<file path="config.mk">
export PLATFORM = sky130hd
export DESIGN_NAME = ascon_permutation
export DESIGN_NICKNAME = d
export VERILOG_FILES = /design/src/rtl/ascon_permutation.sv
export SDC_FILE = /design/constraint.sdc
export NUM_CORES = 2
export LEC_CHECK = 0
export ABC_AREA = 0
export BUFFER_PORTS_ARGS = -buffer_cell sky130_fd_sc_hd__buf_2
export CAP_MARGIN = 20
export CORE_ASPECT_RATIO = 0.6
export CORE_MARGIN = 2
export CORE_UTILIZATION = 50
export CTS_CLUSTER_DIAMETER = 100
export DETAILED_ROUTE_END_ITERATION = 12
export PLACE_DENSITY = 0.86
export SETUP_SLACK_MARGIN = 0.2
export SLEW_MARGIN = 5
export SYNTH_ARGS = -nofsm -noshare
export SYNTH_HDL_FRONTEND = slang
export SYNTH_HIERARCHICAL = 1
export SYNTH_SLANG_ARGS = --single-unit
export TNS_END_PERCENT = 5
</file>
<file path="constraint.sdc">
create_clock -name clock_i -period 2.98 [get_ports clock_i]
set_input_delay 0.447 -clock clock_i [delete_from_list [all_inputs] [get_ports clock_i]]
set_output_delay 0.447 -clock clock_i [all_outputs]
set_load 0.005 [all_outputs]
</file>
<file path="src/rtl/ascon_permutation.sv">
// Iterative ASCON permutation core (pc -> ps -> pl), one round per clock.
// Optional build macro ASCON_PERM_UNROLL2_EN chains two rounds per clock.

package ascon_pkg;
  // Word i of the state is element [i]; word 0 is the MSB of each S-box column.
  typedef logic [4:0][63:0] type_state;
endpackage

module constant_addition
  import ascon_pkg::*;
(
  input  type_state   state_i,
  input  logic [3:0]  round_i,
  output type_state   state_o
);

  always_comb begin
    // NOTE: assigning the full output before any partial update keeps this block latch-free.
    state_o    = state_i;
    state_o[2] = state_i[2] ^ {56'b0, 4'hF - round_i, round_i};
  end

endmodule

module ascon_permutation
  import ascon_pkg::*;
#(
  parameter int NB_ROUNDS_A = 12,
  parameter int NB_ROUNDS_B = 6
) (
  input  logic      clock_i,
  input  logic      reset_i,
  input  logic      start_i,
  input  logic      mode_i,
  input  type_state state_i,
  output type_state state_o,
  output logic      busy_o,
  output logic      valid_o
);

  typedef enum logic [1:0] {
    ST_IDLE,
    ST_RUN,
    ST_DONE
  } fsm_t;

  localparam logic [3:0] FIRST_ROUND_A = 4'(12 - NB_ROUNDS_A);
  localparam logic [3:0] FIRST_ROUND_B = 4'(12 - NB_ROUNDS_B);

`ifdef ASCON_PERM_UNROLL2_EN
  localparam logic [3:0] ROUND_STEP = 4'd2;
  localparam logic [3:0] LAST_ROUND = 4'd10;
`else
  localparam logic [3:0] ROUND_STEP = 4'd1;
  localparam logic [3:0] LAST_ROUND = 4'd11;
`endif

  function automatic logic [63:0] ror(input logic [63:0] x, input int unsigned n);
    return (x >> n) | (x << (64 - n));
  endfunction

  function automatic type_state sbox_layer(input type_state s);
    logic [63:0] x0, x1, x2, x3, x4;
    logic [63:0] t0, t1, t2, t3, t4;
    x0 = s[0]; x1 = s[1]; x2 = s[2]; x3 = s[3]; x4 = s[4];
    x0 = x0 ^ x4; x4 = x4 ^ x3; x2 = x2 ^ x1;
    t0 = ~x0 & x1; t1 = ~x1 & x2; t2 = ~x2 & x3; t3 = ~x3 & x4; t4 = ~x4 & x0;
    x0 = x0 ^ t1; x1 = x1 ^ t2; x2 = x2 ^ t3; x3 = x3 ^ t4; x4 = x4 ^ t0;
    x1 = x1 ^ x0; x0 = x0 ^ x4; x3 = x3 ^ x2; x2 = ~x2;
    return {x4, x3, x2, x1, x0};
  endfunction

  function automatic type_state linear_layer(input type_state s);
    type_state d;
    d[0] = s[0] ^ ror(s[0], 19) ^ ror(s[0], 28);
    d[1] = s[1] ^ ror(s[1], 61) ^ ror(s[1], 39);
    d[2] = s[2] ^ ror(s[2], 1)  ^ ror(s[2], 6);
    d[3] = s[3] ^ ror(s[3], 10) ^ ror(s[3], 17);
    d[4] = s[4] ^ ror(s[4], 7)  ^ ror(s[4], 41);
    return d;
  endfunction

  fsm_t       fsm_q;
  type_state  state_q;
  logic [3:0] round_q;
  type_state  pc_out0;
  type_state  round_out0;
  type_state  next_state;

  constant_addition u_pc0 (
    .state_i (state_q),
    .round_i (round_q),
    .state_o (pc_out0)
  );

  assign round_out0 = linear_layer(sbox_layer(pc_out0));

`ifdef ASCON_PERM_UNROLL2_EN
  logic [3:0] round_p1;
  type_state  pc_out1;

  assign round_p1 = round_q + 4'd1;

  // Second round of the pair uses the odd index r+1.
  constant_addition u_pc1 (
    .state_i (round_out0),
    .round_i (round_p1),
    .state_o (pc_out1)
  );

  assign next_state = linear_layer(sbox_layer(pc_out1));
`else
  assign next_state = round_out0;
`endif

  always_ff @(posedge clock_i) begin
    // NOTE: sequential state uses non-blocking assignments so every register samples pre-edge values.
    if (reset_i) begin
      fsm_q   <= ST_IDLE;
      state_q <= '0;
      round_q <= '0;
      busy_o  <= 1'b0;
      valid_o <= 1'b0;
    end else begin
      case (fsm_q)
        ST_IDLE: begin
          valid_o <= 1'b0;
          if (start_i) begin
            state_q <= state_i;
            round_q <= mode_i ? FIRST_ROUND_B : FIRST_ROUND_A;
            busy_o  <= 1'b1;
            fsm_q   <= ST_RUN;
          end
        end
        ST_RUN: begin
          state_q <= next_state;
          if (round_q >= LAST_ROUND) begin
            // Counter parks on the last index so 12..15 are never reached.
            busy_o  <= 1'b0;
            valid_o <= 1'b1;
            fsm_q   <= ST_DONE;
          end else begin
            round_q <= round_q + ROUND_STEP;
          end
        end
        ST_DONE: begin
          valid_o <= 1'b0;
          fsm_q   <= ST_IDLE;
        end
        default: begin
          busy_o  <= 1'b0;
          valid_o <= 1'b0;
          fsm_q   <= ST_IDLE;
        end
      endcase
    end
  end

  assign state_o = state_q;

endmodule

</file>
==> results.py <==
metrics = {
    "clock_network": {
        "cts-hold-fix-buffers": 0,
        "cts.sinks": 328,
        "path_clk_slew_ns": 0.08,
        "clk_latency_ns": 0.58,
        "root_buffer": "clkbuf_16",
        "cts_buffers": 37,
        "clk_path_buf_depth": 3,
        "post_cts_buffers": 0,
        "tritoncts": "yes",
        "cts_htree_levels": 2,
    },
    "floorplan": {
        "start_util": 0.5075,
        "die_area_um2": 64130,
        "core-area_um2": 61130,
        "std_cell_rows": 70,
        "die_y_um": 197.0,
        "die_x_um": 325.6,
        "pin_count": 646,
    },
    "worst_setup_path": {
        "criticalPathCategory": "reg -> reg",
        "cp_max_fo": 5,
        "ff2ff_setup_slack_ns": 0.11,
        "start_kind": "register",
        "cp_data_arrival_time_ns": 3.34,
        "reg2reg_from": "state_o[116]",
        "required_ns": 3.45,
        "end_kind": "register",
        "r2r-end": "state_o[227]",
        "reg2reg_depth": 7,
    },
    "routing": {
        "vias": 29880,
        "wl_per_cell_um": 31.62,
        "drc": 0,
        "drt_wl_total_um": 151900,
        "viasPerCell": 6.219,
        "drtIter0Drc": 4428,
        "detail-route-antenna-nets": 0,
        "drt_first_pass_iters": 6,
    },
    "run": {
        "drv_cap": 0,
    },
    "min_path": {
        "hold_path_class": "in -> reg",
        "min_path_cells": 3,
        "holdPathEnd": "state_o[195]",
        "hp-start": "state_i[195]",
    },
    "sta": {
        "drv_slew": 0,
        "rsz0062_at_grt": "true",
        "fmax_ghz": 0.3485,
        "max-slew-margin-rel": 0.3264,
        "fin_crit_sh": 0.9630,
        "worst_pin_slew_ns": 1.003,
        "setup_viol": 0,
        "finClkSkew_ns": 0.01853,
        "period_minus_slack_ns": 2.870,
        "tns_ns": 0,
        "finalHoldViolations": 0,
    },
    "layout": {
        "area_growth_pct": 17.48,
        "regArea_um2": 6570,
        "multi_input_area_um2": 20760,
        "layout-drive-gt1-share": 0.2849,
        "fill_cells": 5301,
        "fin_nets": 4402,
    },
    "synthesis": {
        "syn_area_um2": 31030,
        "syn-instance-count": 3415,
        "ys_types": 35,
        "ys_seq_area_frac": 0.2116,
        "synth-seq-cells": 328,
        "ys_warn_count": 6,
        "syn_nets": 3868,
        "synth.avg_cell_area_um2": 9.086,
    },
    "placed_design": {
        "gp_congestion": 1.099,
        "numPortBuffers": 645,
        "dpl.hpwl_um": 123300,
    },
    "grt": {
        "grt_max_degree": 134,
        "grt_pass1_vias": 27130,
        "grt_usage": 0.4570,
        "antenna_found_initial": 6,
        "overflow": 0,
        "grt_pass1_wl_um": 207300,
    },
    "status": {
        "status": "finished, final reports clean",
    },
}
-- worst max-delay path: stages, from the launching register on --
cell	delay, ns
dfxtp_1	0.40
inv_1	0.08
ha_1	0.30
xnor2_1	0.29
xnor2_1	0.88
xnor3_1	0.54
o221ai_1	0.18
a21oi_1	0.09
-- cells in the mapped netlist (all sizes together) --
cell,instances,area share
nand2,368,0.045
o221ai,255,0.072
clkbuf,160,0.019
a211o,1,0.00028
a2bb2oi,1,0.00028
xor2,282,0.080
inv,194,0.023
maj3,64,0.021
dfxtp,328,0.21
a21oi,293,0.047
xnor3,181,0.13
xor3,12,0.0092
nand4,1,0.00020
o21ai,93,0.015
nor2,148,0.018
xnor2,492,0.15
nand3b,1,0.00024
ha,129,0.052
a21o,1,0.00024
a221oi,63,0.018
a22oi,1,0.00024
nor3,3,0.00048
nor2b,3,0.00060
nand2b,1,0.00020
mux2i,8,0.0026
a311oi,1,0.00028
buf,330,0.078
o21a,1,0.00024
-- worst max-delay path by stage --
stage	start	end	cells after the start	slack [ns]
floorplan	round_q[2]	state_o[248]	7	0.72
CTS	state_o[116]	state_o[227]	7	0.22
detailed placement	state_o[72]	state_o[247]	8	0.21
global placement	state_o[72]	state_o[247]	8	0.20
global route	state_o[228]	state_o[211]	8	0.11
finish	state_o[116]	state_o[227]	7	0.11
-- stage by stage --
step | util | hold WS [ns] | area [µm²] | setup WS [ns] | std cells
6_report | 0.5963 | 0.1887 | 36450 | 0.1102 | 4805
3_3_place_gp | 0.5739 | 0.4621 | 35080 | 0.2008 | 4738
4_1_cts | 0.5960 | 0.1821 | 36440 | 0.2183 | 4802
3_5_place_dp | 0.5739 | 0.4605 | 35080 | 0.2124 | 4738
5_1_grt | 0.5961 | 0.2134 | 36440 | 0.1065 | 4802
2_1_floorplan | - | 0.4613 | 31030 | 0.7190 | 3415
-- cell usage in the layout, fill, tap and decap left out, types with 47 or more instances in the layout --
cell type / instances
dfxtp_1: 327
xnor2_1: 431
o221ai_1: 255
nand2_1: 367
inv_1: 194
xor2_1: 282
xnor3_1: 181
a221oi_1: 61
xnor2_2: 61
a21oi_1: 292
maj3_1: 47
buf_2: 644
ha_1: 129
o21ai_0: 92
buf_4: 323
nor2_1: 147
-- registers in the layout, summed over array words and instances (netlist names) --
register  count
busy_o        1
fsm_q         2
round_q       4
state_o     320
valid_o       1
-- cell type report --
cell class / count / share of cell area
clock inverters: 19 / 0.009302
flip-flops and latches: 328 / 0.1802
diodes: 3 / 0.0002060
multi-input cells: 2403 / 0.5696
well taps: 828 / 0.02842
repair buffers: 985 / 0.1647
inverters: 194 / 0.01998
clock buffers: 45 / 0.02760
-- per-layer routing --
| metal | track usage | vias up | wire, µm |
|---|---|---|---|
| met1 | 0.6296 | 14490 | 60130 |
| met4 | 0.1913 | 4 | 7740 |
| met2 | 0.6324 | 2459 | 59470 |
| met3 | 0.1762 | 423 | 24550 |
| met5 | 0 | - | 24 |
| li1 | - | 12500 | - |
-- logic make-up (layout without fill, tap and decap cells) --
family	count (synthesis)	after routing	synth area share
XOR/XNOR	967	967	0.3731
AND/OR/NAND/NOR	525	525	0.06416
other	0	3	0
flip-flops	328	328	0.2116
AO/OA/AOI/OAI	710	710	0.1542
multiplexers	8	8	0.002581
adder cells (fa/ha/maj)	193	193	0.07335
buffers and inverters	684	1243	0.1209
-- what timing repair did --
item,4_1_cts,5_1_grt
pin swaps,0,0
gates resized for setup,1,1
endpoints found under the hold margin,0,0
cloned,0,0
endpoints found under the setup margin,1,7
Power is not shown: default switching activity piles up to over one toggle a cycle in this logic, so the estimate is an artifact.
